===== src/rtl/enc83_arb_if.sv =====
// enc83_arb_if: request/acknowledge bundle between event sources and the
// shared service port.
//   master: drives req_0..req_7, mask, en, ack; observes a/b/c, valid, pend
//   slave : the arbiter side (receives requests, presents the code)
interface enc83_arb_if;
  logic       req_0;
  logic       req_1;
  logic       req_2;
  logic       req_3;
  logic       req_4;
  logic       req_5;
  logic       req_6;
  logic       req_7;
  logic [7:0] mask;   // bit i = 1 blocks selection of request i
  logic       en;     // active-low enable for new presentations
  logic       ack;    // consumer acknowledge of the presented code
  logic       a;      // presented index bit 0
  logic       b;      // presented index bit 1
  logic       c;      // presented index bit 2
  logic       valid;  // a/b/c hold a valid code
  logic [7:0] pend;   // pending-request register

  modport master (
    output req_0, req_1, req_2, req_3, req_4, req_5, req_6, req_7,
    output mask, en, ack,
    input  a, b, c, valid, pend
  );

  modport slave (
    input  req_0, req_1, req_2, req_3, req_4, req_5, req_6, req_7,
    input  mask, en, ack,
    output a, b, c, valid, pend
  );
endinterface


===== src/rtl/enc83_arb.sv =====
// enc83_arb: registered 8-to-3 priority encoder with pending-request latch
// and acknowledge handshake. Request strobes are captured into pend; the
// lowest-numbered unmasked pending request is presented as {c,b,a} with
// valid until the consumer acknowledges it.
//
// Ports:
//   sys_clk - system clock, all state changes on its rising edge
//   resetl  - asynchronous active-low reset
//   bus     - enc83_arb_if slave modport (requests, mask, en, ack in;
//             a/b/c, valid, pend out)
// Parameter:
//   EDGE    - 1: capture rising edges of req; 0: capture while req is high
//
// state   | meaning
// --------+---------------------------------------------------------------
// IDLE    | nothing presented, valid = 0, looking for an enabled candidate
// PRESENT | code frozen on a/b/c with valid = 1, waiting for ack
module enc83_arb #(
  parameter bit EDGE = 1'b1
) (
  input logic         sys_clk,
  input logic         resetl,
  enc83_arb_if.slave  bus
);

  typedef enum logic {
    IDLE    = 1'b0,
    PRESENT = 1'b1
  } state_t;

  state_t     state;
  logic [7:0] req;
  logic [7:0] prev;
  logic [7:0] pend_q;
  logic [2:0] code_q;
  logic       valid_q;

  logic [7:0] rise;
  logic [7:0] clr;
  logic [7:0] pend_nxt;
  logic [7:0] cand;
  logic       cand_any;
  logic [2:0] sel_idx;

  assign req = {bus.req_7, bus.req_6, bus.req_5, bus.req_4,
                bus.req_3, bus.req_2, bus.req_1, bus.req_0};

  // prev resets to 0, so a request already high at reset release counts
  // as an edge in EDGE mode.
  assign rise = EDGE ? (req & ~prev) : req;

  // Clear only the presented index, and only on an ack that the consumer
  // could legitimately give (valid high).
  always_comb begin
    clr = '0;
    if ((state == PRESENT) && valid_q && bus.ack) begin
      clr[code_q] = 1'b1;
    end
  end

  // Set wins over clear so a new event arriving with the ack is not lost.
  assign pend_nxt = (pend_q & ~clr) | rise;

  // Selection works from the registered pend, keeping every output a pure
  // register with no input-to-output combinational path.
  assign cand     = pend_q & ~bus.mask;
  assign cand_any = |cand;

  always_comb begin
    sel_idx = '0;
    for (int i = 7; i >= 0; i--) begin
      if (cand[i]) begin
        sel_idx = 3'(i);
      end
    end
  end

  always_ff @(posedge sys_clk or negedge resetl) begin
    if (!resetl) begin
      state   <= IDLE;
      prev    <= '0;
      pend_q  <= '0;
      code_q  <= '0;
      valid_q <= 1'b0;
    end else begin
      prev   <= req;
      pend_q <= pend_nxt;
      case (state)
        IDLE: begin
          if (!bus.en && cand_any) begin
            code_q  <= sel_idx;
            valid_q <= 1'b1;
            state   <= PRESENT;
          end else begin
            valid_q <= 1'b0;
          end
        end
        PRESENT: begin
          // No preemption: mask/en changes leave the code in place.
          if (bus.ack) begin
            valid_q <= 1'b0;
            state   <= IDLE;
          end
        end
        default: begin
          valid_q <= 1'b0;
          state   <= IDLE;
        end
      endcase
    end
  end

  assign bus.a     = code_q[0];
  assign bus.b     = code_q[1];
  assign bus.c     = code_q[2];
  assign bus.valid = valid_q;
  assign bus.pend  = pend_q;

endmodule


===== src/flat_wrapper.sv =====
// flat-port wrapper written by rule: the top's interface ports become plain ports
module enc83_arb_flat 
#(
  parameter bit EDGE = 1'b1
)
  (sys_clk, resetl, bus_req_0, bus_req_1, bus_req_2, bus_req_3, bus_req_4, bus_req_5, bus_req_6, bus_req_7, bus_mask, bus_en, bus_ack, bus_a, bus_b, bus_c, bus_valid, bus_pend);
  enc83_arb_if bus_i ();
  input logic sys_clk;
  input logic resetl;
  input wire logic [$bits(bus_i.req_0)-1:0] bus_req_0;
  input wire logic [$bits(bus_i.req_1)-1:0] bus_req_1;
  input wire logic [$bits(bus_i.req_2)-1:0] bus_req_2;
  input wire logic [$bits(bus_i.req_3)-1:0] bus_req_3;
  input wire logic [$bits(bus_i.req_4)-1:0] bus_req_4;
  input wire logic [$bits(bus_i.req_5)-1:0] bus_req_5;
  input wire logic [$bits(bus_i.req_6)-1:0] bus_req_6;
  input wire logic [$bits(bus_i.req_7)-1:0] bus_req_7;
  input wire logic [$bits(bus_i.mask)-1:0] bus_mask;
  input wire logic [$bits(bus_i.en)-1:0] bus_en;
  input wire logic [$bits(bus_i.ack)-1:0] bus_ack;
  output wire logic [$bits(bus_i.a)-1:0] bus_a;
  output wire logic [$bits(bus_i.b)-1:0] bus_b;
  output wire logic [$bits(bus_i.c)-1:0] bus_c;
  output wire logic [$bits(bus_i.valid)-1:0] bus_valid;
  output wire logic [$bits(bus_i.pend)-1:0] bus_pend;
  assign bus_i.req_0 = bus_req_0;
  assign bus_i.req_1 = bus_req_1;
  assign bus_i.req_2 = bus_req_2;
  assign bus_i.req_3 = bus_req_3;
  assign bus_i.req_4 = bus_req_4;
  assign bus_i.req_5 = bus_req_5;
  assign bus_i.req_6 = bus_req_6;
  assign bus_i.req_7 = bus_req_7;
  assign bus_i.mask = bus_mask;
  assign bus_i.en = bus_en;
  assign bus_i.ack = bus_ack;
  assign bus_a = bus_i.a;
  assign bus_b = bus_i.b;
  assign bus_c = bus_i.c;
  assign bus_valid = bus_i.valid;
  assign bus_pend = bus_i.pend;
  enc83_arb #(.EDGE(EDGE)) u_core (.sys_clk(sys_clk), .resetl(resetl), .bus(bus_i));
endmodule

===== config.mk =====
export PLATFORM = sky130hd
export DESIGN_NAME = enc83_arb_flat
export DESIGN_NICKNAME = d
export VERILOG_FILES = /design/src/rtl/enc83_arb_if.sv /design/src/rtl/enc83_arb.sv /design/src/flat_wrapper.sv
export SDC_FILE = /design/constraint.sdc
export NUM_CORES = 1
export LEC_CHECK = 0
export BUFFER_PORTS_ARGS = -buffer_cell sky130_fd_sc_hd__buf_2
export CAP_MARGIN = 20
export CORE_MARGIN = 2
export CORE_UTILIZATION = 40
export CTS_BUF_LIST = sky130_fd_sc_hd__clkbuf_8
export DETAILED_ROUTE_END_ITERATION = 8
export PLACE_DENSITY = 0.66
export SYNTH_ARGS = -nofsm -noshare
export SYNTH_HDL_FRONTEND = slang
export SYNTH_SLANG_ARGS = --single-unit

===== constraint.sdc =====
create_clock -name sys_clk -period 1.04 [get_ports sys_clk]
set_input_delay 0.104 -clock sys_clk [delete_from_list [all_inputs] [get_ports sys_clk]]
set_output_delay 0.104 -clock sys_clk [all_outputs]
set_load 0.1 [all_outputs]

==> metrics.yaml <==
avgSynthCellArea_um2: 11.14
routed_wl_mm: 2.943
max_slew_margin_pct: 68.67
peakVddDrop_v: 0.001447
drive_gt1_share_pct: 66.23
synth_nets: 101
yosys.area_share.simple_pct: 14.42
final_cell_mix: "19 x buf_2, 16 x buf_4, 12 x buf_12, 12 x dfrtp_4, 11 x o21ai_1"
seqCellArea_um2: 570.5
ios: 32
dp_cells: 156
yosysSeqAreaShare_pct: 58.25
status: "finished with violations"
synth_cells: 81
holdWs_ns: 0.04994
layout_commonest_cell: "buf_2"
start_kind: "flip-flop"
dr.pass1.iters: 4
worst_slack_ns: -0.1884
viasPerCell: 5.223
area_growth_pct: 99.17
synthMuxAreaShare_pct: 0
start_util_pct: 41.58
rows: 17
rr_endpoint: "u_core.code_q[0]$_DFFE_PN0P_"
final_nets: 172
numCtsBuffers: 3
synth_compound_gate_area_share_pct: 22.75
max_clock_freq_mhz: 814.1
powerDensity_mw_per_mm2: 1622
die_y_um: 51.49
portBuffers: 31
placed_area_mm2: 0.001485
vias: 935
clock_sinks: 21
synth_area_leaders: "dfrtp_1 58%, o21ai_0 7.2%, inv_1 4.6%"
multiInputGateArea_um2: 445.4
num_antenna_cells: 0
clk_pin_slew_ns: 0.08
clk_path_buf_depth: 2
setup_violations: 25
whs_path_depth: 2
period_needed_ns: 1.228
ys_ff_latch: 21
htreeDepth: 1
rr_worst_depth: 4
wl_per_cell_um: 16.44
first_global_vias: 944
slew_viol_final: 0
holdPathEnd: "u_core.bus.valid$_DFFE_PN0P_"
grt_pass1_wl_mm: 4.278
r2r_start: "u_core.bus.pend[2]$_DFF_PN0_"
hpwl_mm: 1.771
cp.arrival_ns: 1.38
tightestPinTransition_ns: 0.4700
clk_latency_ns: 0.27
p_leak_uw: 0.0008304
required_ns: 1.19
grt.overflow.total: 0
grt_setup_unrepaired: "true"
hold_class: "primary input to flip-flop"
min_from: "bus_ack"
gp_congestion: 0.8455
ant_nets: 0
synthAdderAreaFrac_pct: 0
grt_max_degree: 22
period_share_pct: 118.1
synthXorXnorAreaFrac_pct: 0
instances_no_fill: 179
synth_top_family_by_area: "compound AO/OA/AOI/OAI gates"
coreArea_mm2: 0.002170
final.setup_skew_ns: 0.001425
fill_cells: 124
ys_warn_count: 0
drt_iter0_drc: 20
track_usage_pct: 22.61
violations: "setup timing"
synth_top_area_share_pct: 58.25
antenna_found_initial: 0
maxCapViolCount: 0
r2r_setup_slack_ns: -0.19
path_class: "flip-flop to flip-flop"
fin_area_mm2: 0.001797
drc_errors: 0
cts_tree: "yes"
endpoint_kind: "flip-flop"
synth_area_um2: 902.1
cp_max_fo: 4
die_area_mm2: 0.002651
netlist.top_cell.by_area: "dfrtp_1"
hold_viol: 0
clock-root-buffer: "clkbuf_8"
die_w_um: 51.49
ys_types: 20
[cells in the mapped netlist]
cell type  number
dfrtp_1        21
o21ai_0        13
inv_1          11
nand2b_1        6
nand2_1         5
o21ai_1         5
nor2b_1         3
a21oi_1         2
nand2b_4        2
nand4_1         2
o31ai_1         2
a22oi_1         1
a311oi_1        1
a31o_2          1
nand4b_1        1
nor2_2          1
o2111ai_4       1
o2bb2ai_1       1
o311ai_1        1
o31ai_4         1
[worst max-delay path: stages (launching register included)]
cell	delay [ns]
dfrtp_4	0.49
nand2b_4	0.09
o2111ai_4	0.16
o311ai_2	0.25
o2bb2ai_1	0.11
[final cells by class]
type / instances / share of cell area, %
clock buffers: 3 / 2.298
clock inverters: 1 / 0.2786
inverters: 11 / 2.298
multi-input cells: 49 / 24.79
flip-flops and latches: 21 / 31.75
well taps: 28 / 1.950
repair buffers: 66 / 36.63
[report_power, final]
| group | switching [uW] | leakage, uW | internal, uW |
|---|---|---|---|
| clock network | 287 | 0.0000255 | 268 |
| logic | 762 | 0.000583 | 572 |
| registers | 94.2 | 0.000222 | 931 |
| total | 1140 | 0.000830 | 1770 |
[metal layers]
layer  GRT usage, %  wire length [um]  vias up
met4          11.40                95        0
met3          2.874               128       13
met1          27.65              1180      457
met5              0                 0        -
li1               -                 -      427
met2          39.10              1538       38
[worst max-delay path by stage]
stage                                       startpoint                            to  slack [ns]  cells after the start
final                     u_core.bus.pend[2]$_DFF_PN0_  u_core.code_q[0]$_DFFE_PN0P_       -0.19                      4
after global routing      u_core.bus.pend[7]$_DFF_PN0_  u_core.code_q[0]$_DFFE_PN0P_       -0.25                      4
after floorplan           u_core.bus.pend[2]$_DFF_PN0_  u_core.code_q[0]$_DFFE_PN0P_       -0.31                      4
after global placement    u_core.code_q[0]$_DFFE_PN0P_  u_core.bus.pend[0]$_DFF_PN0_       -0.18                      3
after detailed placement  u_core.code_q[0]$_DFFE_PN0P_  u_core.bus.pend[0]$_DFF_PN0_       -0.21                      3
after CTS                 u_core.bus.pend[7]$_DFF_PN0_  u_core.code_q[0]$_DFFE_PN0P_       -0.18                      4
[state kept, by name, summed over array words and instances, names as in the netlist]
name / count
u_core.state: 1
u_core.bus.valid: 1
u_core.prev: 8
u_core.code_q: 3
u_core.bus.pend: 8
[stage by stage]
step	setup TNS (ns)	util [%]	total power, uW	worst slack, ns
2_1_floorplan	-2.589	-	1650	-0.3084
3_3_place_gp	-1.130	68.45	2114	-0.1809
3_5_place_dp	-1.311	68.45	2135	-0.2080
4_1_cts	-2.515	80.80	2855	-0.1829
5_1_grt	-3.790	82.81	3010	-0.2538
6_report	-2.901	82.81	2915	-0.1884
[repair_timing]
item / CTS / global route
gates resized for setup: 18 / 8
pin swaps: 7 / 3
gates cloned: 0 / 0
hold endpoints to repair: 29 / 0
setup buffers: 9 / 1
hold buffers: 9 / 0
setup endpoints to repair: 24 / 25
[cells by family (layout without fill, tap and decap cells)]
group                  Yosys count  in the layout
buffers and inverters           11             81
AO/OA/AOI/OAI                   29             29
AND/OR/NAND/NOR                 20             20
flip-flops                      21             21
Power figures use the tool's default switching activity.
